[config.mk]
export PLATFORM = sky130hd
export DESIGN_NAME = i2c_txn_arbiter_flat
export DESIGN_NICKNAME = d
export VERILOG_FILES = /design/src/rtl/i2c_txn_arbiter_if.sv /design/src/rtl/i2c_txn_arbiter.sv /design/src/flat_wrapper.sv
export SDC_FILE = /design/constraint.sdc
export NUM_CORES = 1
export LEC_CHECK = 0
export BUFFER_PORTS_ARGS = -buffer_cell sky130_fd_sc_hd__buf_2
export CAP_MARGIN = 20
export CORE_MARGIN = 3
export CORE_UTILIZATION = 35
export CTS_BUF_LIST = sky130_fd_sc_hd__clkbuf_8
export DETAILED_ROUTE_END_ITERATION = 16
export PLACE_DENSITY_LB_ADDON = 0.3
export SLEW_MARGIN = 5
export SYNTH_ARGS = -nofsm -noshare
export SYNTH_HDL_FRONTEND = slang
export SYNTH_SLANG_ARGS = --single-unit
[constraint.sdc]
create_clock -name clk -period 4.9 [get_ports clk]
set_clock_uncertainty 0.2 [all_clocks]
set_input_delay 0.735 -clock clk [delete_from_list [all_inputs] [get_ports clk]]
set_output_delay 0.735 -clock clk [all_outputs]
set_load 0.01 [all_outputs]
[src/rtl/i2c_txn_arbiter_if.sv]
// Bundles the requester-side and engine-side signals of the I2C transaction arbiter.
// The arbiter uses the master modport; the requesters/engine side uses the slave modport.
interface i2c_txn_arbiter_if #(
    parameter int NREQ = 4
);
    logic [NREQ-1:0]         req_valid;
    logic [7*NREQ-1:0]       req_addr;
    logic [NREQ-1:0]         req_rw;
    logic [8*NREQ-1:0]       req_wdata;
    logic [NREQ-1:0]         rsp_done;
    logic [1:0]              rsp_status;
    logic [7:0]              rsp_rdata;
    logic                    busy;
    logic [$clog2(NREQ)-1:0] grant_id;
    logic                    m_start;
    logic [6:0]              m_addr;
    logic                    m_rw;
    logic [7:0]              m_wdata;
    logic                    m_busy;
    logic                    m_done;
    logic                    m_nack;
    logic [7:0]              m_rdata;

    modport master (
        input  req_valid, req_addr, req_rw, req_wdata,
        input  m_busy, m_done, m_nack, m_rdata,
        output rsp_done, rsp_status, rsp_rdata, busy, grant_id,
        output m_start, m_addr, m_rw, m_wdata
    );

    modport slave (
        output req_valid, req_addr, req_rw, req_wdata,
        output m_busy, m_done, m_nack, m_rdata,
        input  rsp_done, rsp_status, rsp_rdata, busy, grant_id,
        input  m_start, m_addr, m_rw, m_wdata
    );
endinterface

[src/rtl/i2c_txn_arbiter.sv]
// Round-robin arbiter that shares one byte-level I2C engine among NREQ requesters,
// with NACK retry back-off and a per-attempt timeout watchdog.
module i2c_txn_arbiter #(
    parameter int NREQ      = 4,
    parameter int MAX_RETRY = 2,
    parameter int RETRY_GAP = 16,
    parameter int TIMEOUT   = 4096
) (
    input logic               clk,
    input logic               reset,
    i2c_txn_arbiter_if.master bus
);
    localparam int IDW  = $clog2(NREQ);
    localparam int TMAX = (TIMEOUT > RETRY_GAP) ? TIMEOUT : RETRY_GAP;
    localparam int TW   = $clog2(TMAX) + 1;
    localparam int RW   = $clog2(MAX_RETRY + 1) + 1;

    localparam logic [TW-1:0]   TIMEOUT_LAST = TW'(TIMEOUT - 1);
    localparam logic [TW-1:0]   GAP_LAST     = TW'(RETRY_GAP - 1);
    localparam logic [RW-1:0]   RETRY_LIMIT  = RW'(MAX_RETRY);
    localparam logic [IDW-1:0]  LAST_ID      = IDW'(NREQ - 1);
    localparam logic [NREQ-1:0] ONE_HOT0     = NREQ'(1);

    typedef enum logic [2:0] {
        S_IDLE  = 3'd0,
        S_ISSUE = 3'd1,
        S_WAIT  = 3'd2,
        S_GAP   = 3'd3,
        S_RESP  = 3'd4
    } state_e;

    state_e         state_q, state_d;
    logic [IDW-1:0] rr_ptr_q, rr_ptr_d;
    logic [IDW-1:0] grant_q, grant_d;
    logic [RW-1:0]  retry_q, retry_d;
    logic [TW-1:0]  timer_q, timer_d;
    logic [6:0]     addr_q, addr_d;
    logic           rw_q, rw_d;
    logic [7:0]     wdata_q, wdata_d;
    logic [1:0]     status_q, status_d;
    logic [7:0]     rdata_q, rdata_d;

    logic           pick_vld_s;
    logic [IDW-1:0] pick_id_s;
    logic [IDW-1:0] scan_idx_s;
    logic [6:0]     req_addr_s  [NREQ];
    logic [7:0]     req_wdata_s [NREQ];

    // Unpack the flat per-requester payload buses into indexable arrays
    always_comb begin
        for (int i = 0; i < NREQ; i++) begin
            req_addr_s[i]  = bus.req_addr[7*i +: 7];
            req_wdata_s[i] = bus.req_wdata[8*i +: 8];
        end
    end

    // Rotating-priority scan: first pending requester at or after rr_ptr
    always_comb begin
        pick_vld_s = 1'b0;
        pick_id_s  = '0;
        scan_idx_s = '0;
        for (int k = 0; k < NREQ; k++) begin
            scan_idx_s = IDW'((int'(rr_ptr_q) + k) % NREQ);
            if (!pick_vld_s && bus.req_valid[scan_idx_s]) begin
                pick_vld_s = 1'b1;
                pick_id_s  = scan_idx_s;
            end else begin
                pick_vld_s = pick_vld_s;
            end
        end
    end

    // State and datapath registers
    always_ff @(posedge clk or posedge reset) begin
        if (reset) begin
            state_q  <= S_IDLE;
            rr_ptr_q <= '0;
            grant_q  <= '0;
            retry_q  <= '0;
            timer_q  <= '0;
            addr_q   <= 7'h00;
            rw_q     <= 1'b0;
            wdata_q  <= 8'h00;
            status_q <= 2'b00;
            rdata_q  <= 8'h00;
        end else begin
            state_q  <= state_d;
            rr_ptr_q <= rr_ptr_d;
            grant_q  <= grant_d;
            retry_q  <= retry_d;
            timer_q  <= timer_d;
            addr_q   <= addr_d;
            rw_q     <= rw_d;
            wdata_q  <= wdata_d;
            status_q <= status_d;
            rdata_q  <= rdata_d;
        end
    end

    // Next-state and datapath update; the timer is shared by the watchdog and the retry gap
    always_comb begin
        state_d  = state_q;
        rr_ptr_d = rr_ptr_q;
        grant_d  = grant_q;
        retry_d  = retry_q;
        timer_d  = timer_q;
        addr_d   = addr_q;
        rw_d     = rw_q;
        wdata_d  = wdata_q;
        status_d = status_q;
        rdata_d  = rdata_q;
        case (state_q)
            S_IDLE: begin
                if (pick_vld_s) begin
                    grant_d = pick_id_s;
                    addr_d  = req_addr_s[pick_id_s];
                    rw_d    = bus.req_rw[pick_id_s];
                    wdata_d = req_wdata_s[pick_id_s];
                    retry_d = '0;
                    state_d = S_ISSUE;
                end else begin
                    state_d = S_IDLE;
                end
            end
            S_ISSUE: begin
                if (!bus.m_busy) begin
                    timer_d = '0;
                    state_d = S_WAIT;
                end else begin
                    state_d = S_ISSUE;
                end
            end
            S_WAIT: begin
                timer_d = timer_q + TW'(1);
                // m_done takes priority over a watchdog expiry in the same cycle
                if (bus.m_done && !bus.m_nack) begin
                    status_d = 2'b00;
                    rdata_d  = rw_q ? bus.m_rdata : 8'h00;
                    state_d  = S_RESP;
                end else if (bus.m_done && (retry_q < RETRY_LIMIT)) begin
                    retry_d = retry_q + RW'(1);
                    timer_d = '0;
                    state_d = S_GAP;
                end else if (bus.m_done) begin
                    status_d = 2'b01;
                    rdata_d  = 8'h00;
                    state_d  = S_RESP;
                end else if (timer_q == TIMEOUT_LAST) begin
                    status_d = 2'b10;
                    rdata_d  = 8'h00;
                    state_d  = S_RESP;
                end else begin
                    state_d = S_WAIT;
                end
            end
            S_GAP: begin
                if (timer_q == GAP_LAST) begin
                    timer_d = '0;
                    state_d = S_ISSUE;
                end else begin
                    timer_d = timer_q + TW'(1);
                    state_d = S_GAP;
                end
            end
            S_RESP: begin
                rr_ptr_d = (grant_q == LAST_ID) ? '0 : grant_q + IDW'(1);
                state_d  = S_IDLE;
            end
            default: begin
                state_d = S_IDLE;
            end
        endcase
    end

    // State-decoded outputs; response fields are only driven during RESP
    always_comb begin
        bus.m_start    = 1'b0;
        bus.rsp_done   = '0;
        bus.rsp_status = 2'b00;
        bus.rsp_rdata  = 8'h00;
        bus.busy       = 1'b1;
        case (state_q)
            S_IDLE: begin
                bus.busy = 1'b0;
            end
            S_ISSUE: begin
                bus.m_start = !bus.m_busy;
            end
            S_RESP: begin
                bus.rsp_done   = ONE_HOT0 << grant_q;
                bus.rsp_status = status_q;
                bus.rsp_rdata  = rdata_q;
            end
            default: begin
                bus.busy = 1'b1;
            end
        endcase
    end

    assign bus.grant_id = grant_q;
    assign bus.m_addr   = addr_q;
    assign bus.m_rw     = rw_q;
    assign bus.m_wdata  = wdata_q;
endmodule
[src/flat_wrapper.sv]
// flat-port wrapper written by rule: the top's interface ports become plain ports
module i2c_txn_arbiter_flat 
#(
    parameter int NREQ      = 4,
    parameter int MAX_RETRY = 2,
    parameter int RETRY_GAP = 16,
    parameter int TIMEOUT   = 4096
)
  (clk, reset, bus_req_valid, bus_req_addr, bus_req_rw, bus_req_wdata, bus_m_busy, bus_m_done, bus_m_nack, bus_m_rdata, bus_rsp_done, bus_rsp_status, bus_rsp_rdata, bus_busy, bus_grant_id, bus_m_start, bus_m_addr, bus_m_rw, bus_m_wdata);
  i2c_txn_arbiter_if #(.NREQ(NREQ)) bus_i ();
  input logic clk;
  input logic reset;
  input wire logic [$bits(bus_i.req_valid)-1:0] bus_req_valid;
  input wire logic [$bits(bus_i.req_addr)-1:0] bus_req_addr;
  input wire logic [$bits(bus_i.req_rw)-1:0] bus_req_rw;
  input wire logic [$bits(bus_i.req_wdata)-1:0] bus_req_wdata;
  input wire logic [$bits(bus_i.m_busy)-1:0] bus_m_busy;
  input wire logic [$bits(bus_i.m_done)-1:0] bus_m_done;
  input wire logic [$bits(bus_i.m_nack)-1:0] bus_m_nack;
  input wire logic [$bits(bus_i.m_rdata)-1:0] bus_m_rdata;
  output wire logic [$bits(bus_i.rsp_done)-1:0] bus_rsp_done;
  output wire logic [$bits(bus_i.rsp_status)-1:0] bus_rsp_status;
  output wire logic [$bits(bus_i.rsp_rdata)-1:0] bus_rsp_rdata;
  output wire logic [$bits(bus_i.busy)-1:0] bus_busy;
  output wire logic [$bits(bus_i.grant_id)-1:0] bus_grant_id;
  output wire logic [$bits(bus_i.m_start)-1:0] bus_m_start;
  output wire logic [$bits(bus_i.m_addr)-1:0] bus_m_addr;
  output wire logic [$bits(bus_i.m_rw)-1:0] bus_m_rw;
  output wire logic [$bits(bus_i.m_wdata)-1:0] bus_m_wdata;
  assign bus_i.req_valid = bus_req_valid;
  assign bus_i.req_addr = bus_req_addr;
  assign bus_i.req_rw = bus_req_rw;
  assign bus_i.req_wdata = bus_req_wdata;
  assign bus_i.m_busy = bus_m_busy;
  assign bus_i.m_done = bus_m_done;
  assign bus_i.m_nack = bus_m_nack;
  assign bus_i.m_rdata = bus_m_rdata;
  assign bus_rsp_done = bus_i.rsp_done;
  assign bus_rsp_status = bus_i.rsp_status;
  assign bus_rsp_rdata = bus_i.rsp_rdata;
  assign bus_busy = bus_i.busy;
  assign bus_grant_id = bus_i.grant_id;
  assign bus_m_start = bus_i.m_start;
  assign bus_m_addr = bus_i.m_addr;
  assign bus_m_rw = bus_i.m_rw;
  assign bus_m_wdata = bus_i.m_wdata;
  i2c_txn_arbiter #(.NREQ(NREQ), .MAX_RETRY(MAX_RETRY), .RETRY_GAP(RETRY_GAP), .TIMEOUT(TIMEOUT)) u_core (.clk(clk), .reset(reset), .bus(bus_i));
endmodule
==> results of run 1 <==
[through the flow]
step	area [µm²]	power (mW)	cells	setup WS [ns]	util [%]
after floorplan	2970	1.20	310	2.57	-
final	3700	1.72	520	1.84	46.5
after detailed placement	3580	1.44	511	1.59	45.0
after global routing	3700	1.87	520	1.64	46.5
after CTS	3690	1.74	519	1.69	46.4
after global placement	3580	1.42	511	1.65	45.0
[worst paths after layout]
kind                                                endpoint                           start  slack (ns)  depth (start not counted)
max                                          bus_rsp_done[3]     u_core.state_q[0]$_DFF_PP0_        1.84                          4
min                           u_core.status_q[0]$_DFFE_PP0P_  u_core.status_q[0]$_DFFE_PP0P_        0.29                          1
max reg2reg                      u_core.bus.m_rw$_DFFE_PP0P_  u_core.rr_ptr_q[1]$_DFFE_PP0P_        1.96                          5
min reg2reg                   u_core.status_q[0]$_DFFE_PP0P_  u_core.status_q[0]$_DFFE_PP0P_        0.29                          1
max in group asynchronous        u_core.state_q[2]$_DFF_PP0_                           reset        3.69                          3
min in group asynchronous  u_core.bus.m_wdata[3]$_DFFE_PP0P_                           reset        0.38                          3
[critical path: stages, from the launching register on]
cell	delay (ns)
dfrtp_1	0.53
nor3b_1	0.75
buf_4	0.28
and2_1	0.13
buf_2	0.13
[layout by cell type (no fill, tap or decap), types with 2 or more instances in the layout]
cell type / Yosys / routed
nand4_1: 5 / 5
inv_1: 8 / 8
and3_1: 18 / 18
a41oi_1: 2 / 2
nor2b_1: 4 / 4
clkbuf_8: 1 / 5
a21boi_0: 16 / 16
a22o_1: 10 / 10
nand2_1: 30 / 30
a31oi_1: 9 / 9
ha_1: 6 / 6
and2_1: 15 / 15
nor3b_1: 3 / 3
nor3_2: 2 / 2
o21ai_0: 14 / 14
nand2b_1: 3 / 3
mux2i_1: 19 / 19
o21ai_1: 6 / 6
a21oi_1: 16 / 16
nand3_1: 4 / 4
mux2_2: 3 / 3
buf_2: 5 / 114
dfrtp_1: 49 / 49
buf_4: 2 / 5
o211ai_1: 16 / 16
nor2_1: 12 / 12
[kinds of logic (layout without fill, tap and decap cells)]
kind of cell | after synthesis | after routing | share of synthesized area, %
buffers and inverters | 27 | 135 | 4.73
DFF | 49 | 49 | 41.4
adders and majority gates | 6 | 6 | 2.53
AOI/OAI and AO/OA | 95 | 95 | 21.7
muxes | 22 | 22 | 7.55
and+or+nand+nor | 110 | 110 | 21.8
xor gates and xnor gates | 1 | 1 | 0.295
[layer usage]
metal	global-route usage [%]	vias up	wire length [µm]
li1	-	1356	-
met1	20.9	1282	3410
met2	26.3	110	3590
met3	5.00	9	687
met4	4.69	0	96
met5	0	-	0
[registers in the layout, indices dropped and copies added (netlist names)]
name	count
u_core.rr_ptr_q	2
u_core.bus.m_rw	1
u_core.bus.m_addr	7
u_core.bus.m_wdata	8
u_core.status_q	2
u_core.retry_q	3
u_core.timer_q	13
u_core.bus.grant_id	2
u_core.state_q	3
u_core.rdata_q	8
[layout make-up]
class | count | area (µm²)
Tap cell | 102 | 128
Sequential cell | 49 | 1230
Multi-Input combinational cell | 234 | 1600
Fill cell | 782 | 4270
Clock inverter | 3 | 42.5
Inverter | 8 | 30.0
Clock buffer | 5 | 68.8
Timing Repair Buffer | 119 | 608
[power by group through the flow]
stage	clock network [mW]	registers (mW)	logic [mW]
6_report	0.291	0.667	0.762
5_1_grt	0.316	0.686	0.864
4_1_cts	0.299	0.667	0.769
3_5_place_dp	0	0.672	0.769
3_3_place_gp	0	0.674	0.748
2_1_floorplan	0	0.664	0.540
==> flow_summary.json, run 1 <==
{
  "status": "finished, final reports clean",
  "synth_edf_count": 0,
  "period_share_pct": 62.4,
  "ant_nets": 0,
  "drtIter0Drc": 178,
  "synth_area_um2": 2970,
  "drive_above_1_share_pct": 34.0,
  "via_per_inst": 5.30,
  "yosys-top-cells-area": "dfrtp_1 (41%), mux2i_1 (6.4%), a21boi_0 (4.1%)",
  "hp-class": "flop to flop",
  "setup-violations-final": 0,
  "gp_congestion": 0.835,
  "switching_share_pct": 40.3,
  "rows": 32,
  "vias": 2757,
  "report.final.slew_viol_count": 0,
  "maxCapViolCount": 0,
  "grt_max_degree": 50,
  "synth_common_cells": "dfrtp_1 (49), nand2_1 (30), mux2i_1 (19), and3_1 (18)",
  "yosysUniqueCellTypes": 49,
  "irDropWorstVdd_mv": 0.218,
  "syn-mean-instance-area_um2": 9.57,
  "core_um2": 7970,
  "worst_pin_slew_ns": 1.06,
  "final_nets": 504,
  "antenna_found_initial": 0,
  "ctsLongestPathBuffers": 2,
  "grt_pass1_vias": 2718,
  "ys.flop_type": "dfrtp_1",
  "clkSlewWorstSetupHoldPaths_ns": 0.09,
  "post-route-min-period_ns": 3.06,
  "synth_area_leader_cell": "dfrtp_1",
  "hpwl_um": 5720,
  "power.leakage_nw": 1.86,
  "grt-ovfl-total": 0,
  "antennaDiodeCount": 0,
  "synthArstFlopShare_pct": 100,
  "synth_most_common_cell": "dfrtp_1",
  "grt_pass1_wl_um": 12900,
  "post-cts-setup-buffers": 0,
  "cts_root_buffer": "clkbuf_8",
  "numCtsBuffers": 5,
  "synth-seq-cells": 49,
  "critPathKind": "flop to output port",
  "yosysSeqAreaShare_pct": 41.4,
  "htree_levels": 2,
  "netlist_instances": 310,
  "power_frac_seq_pct": 38.8,
  "p_per_area_nw_per_um2": 464,
  "synthesis.nets": 397,
  "clock_sinks": 49,
  "drc": 0,
  "die_w_um": 98.0,
  "cts_tree": "done",
  "cts_hold_buf": 0,
  "place.port_buffers": 114,
  "comb_power_share_pct": 44.3,
  "wire_per_inst_um": 15.0,
  "die_area_um2": 9610,
  "start_util_pct": 37.2,
  "final-hold-violation-count": 0,
  "timing.setup.tns_ns": 0,
  "synth_warnings": 0,
  "worstPathRequired_ns": 3.96,
  "clockPowerShare_pct": 16.9,
  "relSlewSlack_pct": 29.2,
  "arrival_ns": 2.12,
  "power.switching_mw": 0.693,
  "critPathMaxFanout": 11,
  "clock.fmax_ghz": 0.327,
  "end_kind": "output port",
  "rsz0062_at_grt": "no",
  "worst_skew_pair.late_latency_ns": 0.31,
  "routed_wl_um": 7790,
  "first_pass_iters": 4,
  "holdWs_ns": 0.291,
  "cts_resized": 0,
  "p_int_mw": 1.03,
  "area_growth_pct": 24.9,
  "die_y_um": 98.0,
  "synth_top_area_share_pct": 41.4,
  "io_pins": 115,
  "worst_setup_path_start_kind": "flop",
  "grt_use_total_pct": 16.2
}
Power figures use the tool's default switching activity.
==> run 2, diff against run 1 <==
Clock period 4.9 ns to 2.95 ns, I/O delays scaled along.
==> run 2 against run 1 <==
Against the previous run: die area is the same; worst hold slack lost 0.14 ns; largest cell class unchanged; count of clock-buffer cells in the layout is the same; sequential cell count is the same; worst setup slack lost 1.3 ns; cell area grew 1.2%; combinational power grew 71%; clock power grew 74%; via count grew 2.6%; register-to-register slack lost 1.3 ns.
==> flow_summary.json, run 2 (synthesis results as in run 1) <==
{
  "htree_levels": 2,
  "area_growth_pct": 26.4,
  "post-cts-setup-buffers": 0,
  "wire_per_inst_um": 14.8,
  "comb_power_share_pct": 44.6,
  "critPathKind": "flop to output port",
  "power_frac_seq_pct": 38.1,
  "final_cell_mix": "buf_2 (114), dfrtp_1 (49), nand2_1 (30)",
  "p_int_mw": 1.74,
  "total_power_mw": 2.91,
  "hp-class": "input pin to flop",
  "drc": 0,
  "largest_reg_flops": 13,
  "core_um2": 7970,
  "die_y_um": 98.0,
  "clockPowerShare_pct": 17.3,
  "post-route-min-period_ns": 2.37,
  "fin_area_um2": 3750,
  "worstPathRequired_ns": 2.31,
  "routed_wl_um": 7780,
  "start_util_pct": 37.2,
  "cts_tree": "done",
  "die_area_um2": 9610,
  "grt_use_total_pct": 16.4,
  "slowest_stage": "dfrtp_1",
  "worst_pin_slew_ns": 0.795,
  "maxCapViolCount": 0,
  "die_w_um": 98.0,
  "ctsLongestPathBuffers": 2,
  "place.port_buffers": 114,
  "antenna_found_initial": 0,
  "cts_root_buffer": "clkbuf_8",
  "final_common_cell": "buf_2",
  "grt-ovfl-total": 0,
  "clkSlewWorstSetupHoldPaths_ns": 0.10,
  "path_cells": "nor2b_1 -> nor3b_1 -> buf_2",
  "status": "finished, final reports clean",
  "io_pins": 115,
  "drtIter0Drc": 157,
  "rsz0062_at_grt": "no",
  "grt_max_degree": 33,
  "cpLargestDelayFamily": "simple AND/OR/NAND/NOR gates",
  "max_flop_register": "u_core.timer_q",
  "switching_share_pct": 40.4,
  "worst_setup_path_start_kind": "flop",
  "p_per_area_nw_per_um2": 778,
  "grt_pass1_vias": 2702,
  "place_area_um2": 3610,
  "arrival_ns": 1.72,
  "final-hold-violation-count": 0,
  "slowest_delay_ns": 0.59,
  "rows": 32,
  "setup-violations-final": 0,
  "power.switching_mw": 1.18,
  "numCtsBuffers": 5,
  "relSlewSlack_pct": 46.9,
  "period_share_pct": 80.2,
  "vias": 2828,
  "final_nets": 509,
  "critPathMaxFanout": 11,
  "worst_skew_pair.late_latency_ns": 0.30,
  "power.leakage_nw": 1.88,
  "antennaDiodeCount": 0,
  "via_per_inst": 5.39,
  "irDropWorstVdd_mv": 0.313,
  "clock.fmax_ghz": 0.423,
  "end_kind": "output port",
  "grt_pass1_wl_um": 13000,
  "clock_sinks": 49,
  "drive_above_1_share_pct": 34.8,
  "report.final.slew_viol_count": 0,
  "ant_nets": 0,
  "timing.setup.tns_ns": 0,
  "hpwl_um": 5930,
  "gp_congestion": 0.793,
  "first_pass_iters": 4,
  "critPathBufInv": 1
}
run 2: cell types whose count changed in the layout (fill, tap and decap cells not counted):
cell / delta
dlygate4sd3_1: +1
inv_1: -1
inv_6: +2
buf_4: +4
clkinv_4: -1
run 2: layout make-up:
cell class | count | area (µm²)
fill | 786 | 4220
multi-input combinational | 234 | 1600
sequential | 49 | 1230
timing repair buffer | 124 | 648
tap | 102 | 128
clock buffer | 5 | 68.8
clock inverter | 3 | 47.5
inverter | 8 | 30.0
run 2: worst reg2reg max path, stage by stage (launching register included):
cell and delay (ns):
dfrtp_1 0.53, nor3_2 0.25, buf_4 0.17, nand4_1 0.62
o211ai_1 0.42
run 2: metal layers:
metal / up-vias / track usage [%] / share of wire (%)
li1: 1357 / - / -
met1: 1332 / 21.1 / 44
met2: 126 / 26.8 / 45
met3: 13 / 4.79 / 8.4
met4: 0 / 5.01 / 2.0
met5: - / 0 / 0
run 2: path summary, 6_finish.rpt:
path,from,endpoint,slack (ns),cells after the start
worst max-delay path,u_core.state_q[0]$_DFF_PP0_,bus_m_start,0.58,3
worst min-delay path,bus_m_rdata[6],u_core.rdata_q[6]$_DFFE_PP0P_,0.15,2
worst max register to register,u_core.state_q[0]$_DFF_PP0_,u_core.bus.m_wdata[3]$_DFFE_PP0P_,0.66,4
worst min register to register,u_core.status_q[0]$_DFFE_PP0P_,u_core.status_q[0]$_DFFE_PP0P_,0.29,1
max in group asynchronous,reset,u_core.rdata_q[1]$_DFFE_PP0P_,1.32,4
min in group asynchronous,reset,u_core.bus.m_wdata[3]$_DFFE_PP0P_,0.51,3
run 2: power groups by stage:
stage / combinational [mW] / sequential [mW] / clock, mW
floorplan: 0.898 / 1.10 / 0
global placement: 1.28 / 1.11 / 0
global route: 1.47 / 1.14 / 0.548
detailed placement: 1.31 / 1.12 / 0
finish: 1.30 / 1.11 / 0.505
CTS: 1.31 / 1.11 / 0.514
run 2: through the flow:
stage	hold slack, ns	utilization (%)	worst slack, ns	std cells
detailed placement	0.275	45.4	0.356	515
global placement	0.268	45.4	0.418	515
finish	0.150	47.0	0.584	525
global route	0.144	47.0	0.410	525
floorplan	0.258	-	0.896	310
CTS	0.136	46.9	0.497	524
run 2: repair_timing:
action,in CTS,in global routing
hold endpoints to repair,23,0
hold buffers,1,0
resized for setup,0,0
